[config.mk]
export PLATFORM = sky130hd
export DESIGN_NAME = fifo_uart_tx
export DESIGN_NICKNAME = d
export VERILOG_FILES = /design/src/rtl/fifo_uart_pkg.sv /design/src/rtl/baud_tick_gen.sv /design/src/rtl/fifo_uart_tx.sv
export SDC_FILE = /design/constraint.sdc
export NUM_CORES = 1
export LEC_CHECK = 0
export ABC_AREA = 1
export BUFFER_PORTS_ARGS = -buffer_cell sky130_fd_sc_hd__buf_2
export CAP_MARGIN = 15
export CORE_MARGIN = 2
export CORE_UTILIZATION = 30
export DETAILED_ROUTE_END_ITERATION = 7
export PLACE_DENSITY = 0.52
export REMOVE_ABC_BUFFERS = 1
export SLEW_MARGIN = 25
export SYNTH_ARGS = -nofsm -noshare
export SYNTH_HDL_FRONTEND = slang
export SYNTH_SLANG_ARGS = --single-unit
[constraint.sdc]
create_clock -name clk -period 3.1 [get_ports clk]
set_input_delay 0.93 -clock clk [delete_from_list [all_inputs] [get_ports clk]]
set_output_delay 0.93 -clock clk [all_outputs]
set_load 0.01 [all_outputs]
[src/rtl/fifo_uart_pkg.sv]
// Shared definitions for the FIFO-fed UART transmitter: FSM states and frame constants.
package fifo_uart_pkg;

    typedef enum logic [2:0] {
        StIdle,
        StPop,
        StLoad,
        StStart,
        StData,
        StParity,
        StStop
    } state_e;

    localparam int unsigned FRAME_DATA_BITS = 8;
    localparam logic        START_LEVEL     = 1'b0;
    localparam logic        STOP_LEVEL      = 1'b1;

endpackage

[src/rtl/baud_tick_gen.sv]
// Bit-period counter: counts 0..CLKS_PER_BIT-1 and flags the terminal count with tick.
module baud_tick_gen #(
    parameter int unsigned CLKS_PER_BIT = 16
) (
    input  logic clk,
    input  logic rst,
    input  logic clr,
    output logic tick
);

    localparam int unsigned   CntW    = (CLKS_PER_BIT > 1) ? $clog2(CLKS_PER_BIT) : 1;
    localparam logic [CntW-1:0] TermCnt = CntW'(CLKS_PER_BIT - 1);

    logic [CntW-1:0] cnt_q, cnt_d;

    always_comb begin
        cnt_d = cnt_q + 1'b1;
        if (clr || (cnt_q == TermCnt)) begin
            cnt_d = '0;
        end
        tick = !clr && (cnt_q == TermCnt);
    end

    always_ff @(posedge clk) begin
        if (rst) begin
            cnt_q <= '0;
        end else begin
            cnt_q <= cnt_d;
        end
    end

endmodule

[src/rtl/fifo_uart_tx.sv]
// Pops one byte at a time from the upstream FIFO and sends it as a UART frame on tx.
// Define FIFO_UART_TX_PARITY_EN to append an even parity bit after the data bits.
module fifo_uart_tx
    import fifo_uart_pkg::*;
#(
    parameter int unsigned CLKS_PER_BIT = 16,
    parameter int unsigned DATA_W       = 8
) (
    input  logic              clk,
    input  logic              rst,
    input  logic [DATA_W-1:0] fifo_rd_data,
    input  logic              fifo_empty,
    output logic              fifo_rd_enb,
    output logic              tx,
    output logic              busy,
    output logic              frame_done
);

    localparam logic [2:0] LastBit = 3'(FRAME_DATA_BITS - 1);

    state_e            state_q, state_d;
    logic [DATA_W-1:0] shift_q, shift_d;
    logic [2:0]        bit_idx_q, bit_idx_d;
    logic              tx_q, tx_d;
    logic              rd_enb_q, rd_enb_d;
    logic              busy_q, busy_d;
    logic              frame_done_q, frame_done_d;
    logic              baud_clr;
    logic              baud_tick;

`ifdef FIFO_UART_TX_PARITY_EN
    logic par_q, par_d;
`endif

    baud_tick_gen #(
        .CLKS_PER_BIT(CLKS_PER_BIT)
    ) u_baud_tick_gen (
        .clk (clk),
        .rst (rst),
        .clr (baud_clr),
        .tick(baud_tick)
    );

    always_comb begin
        state_d      = state_q;
        shift_d      = shift_q;
        bit_idx_d    = bit_idx_q;
        tx_d         = tx_q;
        rd_enb_d     = 1'b0;
        busy_d       = busy_q;
        frame_done_d = 1'b0;
        baud_clr     = 1'b0;
`ifdef FIFO_UART_TX_PARITY_EN
        par_d        = par_q;
`endif

        unique case (state_q)
            StIdle: begin
                if (!fifo_empty) begin
                    rd_enb_d = 1'b1;
                    busy_d   = 1'b1;
                    state_d  = StPop;
                end
            end
            StPop: begin
                state_d = StLoad;
            end
            StLoad: begin
                shift_d  = fifo_rd_data;
                tx_d     = START_LEVEL;
                baud_clr = 1'b1;
`ifdef FIFO_UART_TX_PARITY_EN
                par_d    = ^fifo_rd_data;
`endif
                state_d  = StStart;
            end
            StStart: begin
                if (baud_tick) begin
                    tx_d      = shift_q[0];
                    shift_d   = shift_q >> 1;
                    bit_idx_d = '0;
                    state_d   = StData;
                end
            end
            StData: begin
                if (baud_tick) begin
                    if (bit_idx_q == LastBit) begin
`ifdef FIFO_UART_TX_PARITY_EN
                        tx_d    = par_q;
                        state_d = StParity;
`else
                        tx_d    = STOP_LEVEL;
                        state_d = StStop;
`endif
                    end else begin
                        tx_d      = shift_q[0];
                        shift_d   = shift_q >> 1;
                        bit_idx_d = bit_idx_q + 1'b1;
                    end
                end
            end
`ifdef FIFO_UART_TX_PARITY_EN
            StParity: begin
                if (baud_tick) begin
                    tx_d    = STOP_LEVEL;
                    state_d = StStop;
                end
            end
`endif
            StStop: begin
                if (baud_tick) begin
                    frame_done_d = 1'b1;
                    busy_d       = 1'b0;
                    state_d      = StIdle;
                end
            end
            default: begin
                state_d = StIdle;
            end
        endcase
    end

    // Reset drops any frame in flight; the line returns to idle-high immediately.
    always_ff @(posedge clk) begin
        if (rst) begin
            state_q      <= StIdle;
            shift_q      <= '0;
            bit_idx_q    <= '0;
            tx_q         <= STOP_LEVEL;
            rd_enb_q     <= 1'b0;
            busy_q       <= 1'b0;
            frame_done_q <= 1'b0;
        end else begin
            state_q      <= state_d;
            shift_q      <= shift_d;
            bit_idx_q    <= bit_idx_d;
            tx_q         <= tx_d;
            rd_enb_q     <= rd_enb_d;
            busy_q       <= busy_d;
            frame_done_q <= frame_done_d;
        end
    end

`ifdef FIFO_UART_TX_PARITY_EN
    always_ff @(posedge clk) begin
        if (rst) begin
            par_q <= 1'b0;
        end else begin
            par_q <= par_d;
        end
    end
`endif

    assign fifo_rd_enb = rd_enb_q;
    assign tx          = tx_q;
    assign busy        = busy_q;
    assign frame_done  = frame_done_q;

endmodule

==> metrics.cfg <==
[critical_path]
cp_num_cells = 1
path_buf_inv = 1
r2r_end = shift_q[1]$_SDFFE_PP0P_
cp_data_arrival_time_ns = 0.73
startpoint = tx$_SDFFE_PP1P_
ff2ff_setup_slack_ns = 1.49
cp_top_family = flip-flops
worstPathCellList = buf_2
cp-end-kind = primary output
critPathMaxStageDelay_ns = 0.34
reg2regPathDepth = 7
critical_path.max_fanout = 2
cp.required_ns = 2.17
r2r-start = u_baud_tick_gen.cnt_q[0]$_SDFF_PP0_
path_class = reg -> out
endpoint = tx
slowest_stage = dfxtp_1
cp-start-kind = flop

[flow_run]
drv_cap = 0

[pwr]
p_per_area_nw_per_um2 = 941
finalPower_mw = 1.18
irDropWorstVdd_mv = 0.245
leakage_nw = 0.639

[routing]
dr_total_vias = 982
drt-total-wl_um = 2080
viasPerCell = 4.38
dr.pass1.iters = 4
routedWlPerCell_um = 9.29
first_iter_violations = 50
drc = 0
ant_nets = 0

[grt]
grt-ovfl-total = 0
grt_max_degree = 15
grt_use_total = 0.116
grt_pass1_wl_um = 3840
grt_pass1_vias = 899
antenna_found_initial = 0

[cells_and_area]
nets = 192
multi_input_area_um2 = 578
fill_cells = 421
area_delta_synth_final_pct = 12.1
drive_gt1_frac = 0.159
diodes = 0
area.sequential_um2 = 440

[sta]
max_freq_ghz = 0.601
finalHoldViolations = 0
finalCritPeriodShare = 0.536
tns_ns = 0
relSlewSlack = 0.739
worst_slack_ns = 1.44
setup-violations-final = 0
holdWs_ns = 0.450
finalClockSkew_ns = 0.00389
fin_crit_ns = 1.66
rsz0062_at_grt = no
worstMarginPinSlew_ns = 0.391
slew_violations = 0

[synthesis]
synth_async_sr_flop_share = 0
avgSynthCellArea_um2 = 6.82
synth-main-ff-cell = dfxtp_1
synth.most_common_cell = nand2_1
yosys.area.top_type = dfxtp_1
synth_top_area_share = 0.394
synth_common_cells = nand2_1 (44), nor2_1 (28), dfxtp_1 (22)
netlist_area_um2 = 1120
yosys_warnings = 0
synth_area_leaders = dfxtp_1 (39%), nand2_1 (15%), nor2_1 (9.4%)
seq_area_frac_synth = 0.394
ys_seq_elements = 22
synth_edf_count = 0
ys_types = 24
syn_inst = 164

[clock_tree]
post_cts_buffers = 0
ctsLongestPathBuffers = 2
clock-root-buffer = clkbuf_8
cts_hold_buf = 0
ctsHtreeMaxLevel = 1
insertion_delay_ns = 0.26
cts_buffers = 3
cts_tree = done
clock_sinks = 22
clk_pin_slew_ns = 0.08
cts_resized = 0

[run_status]
outcome = completed

[worst_hold_path]
hold_class = reg -> reg
whs_path_depth = 1

[floorplanning]
die_h_um = 65.1
num_rows = 22
initial_core_util = 0.308
io_pins = 15
fp.coreArea_um2 = 3630
die_area_um2 = 4230
fp.dieW_um = 65.1

[placement]
port_buffers = 14
dp_hpwl_um = 1630
place.gp.congestion = 0.765
dp_slack_ns = 1.26

==> power by group <==
part | switching (mW) | internal [mW]
combinational | 0.361 | 0.200
sequential | 0.0742 | 0.370
clock | 0.0869 | 0.0866
total | 0.522 | 0.657
==> metal layers <==
layer	part of all wire	vias to the layer above	track usage
met4	0.014	0	0.0547
li1	-	542	-
met5	0	-	0
met1	0.50	426	0.151
met3	0.029	4	0.0260
met2	0.45	10	0.182
==> worst min path at each step <==
stage	slack (ns)	start	endpoint
2_1_floorplan	0.42	u_baud_tick_gen.cnt_q[0]$_SDFF_PP0_	u_baud_tick_gen.cnt_q[0]$_SDFF_PP0_
3_3_place_gp	0.43	u_baud_tick_gen.cnt_q[0]$_SDFF_PP0_	u_baud_tick_gen.cnt_q[0]$_SDFF_PP0_
3_5_place_dp	0.44	u_baud_tick_gen.cnt_q[0]$_SDFF_PP0_	u_baud_tick_gen.cnt_q[0]$_SDFF_PP0_
4_1_cts	0.46	u_baud_tick_gen.cnt_q[0]$_SDFF_PP0_	u_baud_tick_gen.cnt_q[0]$_SDFF_PP0_
5_1_grt	0.49	u_baud_tick_gen.cnt_q[0]$_SDFF_PP0_	u_baud_tick_gen.cnt_q[0]$_SDFF_PP0_
6_report	0.45	u_baud_tick_gen.cnt_q[0]$_SDFF_PP0_	u_baud_tick_gen.cnt_q[0]$_SDFF_PP0_
==> cell type report <==
class / instances / share of cell area
inverter: 17 / 0.0509
multi-input combinational: 120 / 0.461
tap: 48 / 0.0479
sequential: 22 / 0.351
clock buffer: 3 / 0.0329
timing repair buffer: 14 / 0.0559
==> state kept, by name (all words and copies together) (netlist names) <==
register / cells
fifo_rd_enb: 1
busy: 1
shift_q: 8
u_baud_tick_gen.cnt_q: 4
frame_done: 1
state_q: 3
bit_idx_q: 3
tx: 1
==> metrics by stage <==
| stage | cells | cell area [µm²] | utilization |
|---|---|---|---|
| after floorplan | 159 | 1080 | - |
| after global routing | 224 | 1250 | 0.345 |
| after global placement | 221 | 1210 | 0.334 |
| after detailed placement | 221 | 1210 | 0.334 |
| final | 224 | 1250 | 0.345 |
| after CTS | 224 | 1250 | 0.345 |
==> cell families (layout without fill, tap and decap cells) <==
group,Yosys count,in the layout,share of synthesized area
and+or+nand+nor,97,97,0.379
adders and majority gates,3,3,0.0336
buffers and inverters,22,34,0.0895
xor gates and xnor gates,2,2,0.0157
AOI/OAI and AO/OA,18,18,0.0884
DFF,22,22,0.394
==> cells in the final DEF (no fill, tap or decap), types with 2 or more instances in the layout <==
master    count
nand3_2       2
nand3_1      14
a21oi_1       6
nor2_4        2
inv_2         2
nand2_1      44
inv_1        15
o21ai_1       7
o21ai_0       2
nor3_1        2
dfxtp_1      22
ha_1          3
clkbuf_8      3
nor2_1       28
buf_2        14
nand2_2       3
Note: power is estimated with default switching activity, not from simulation.
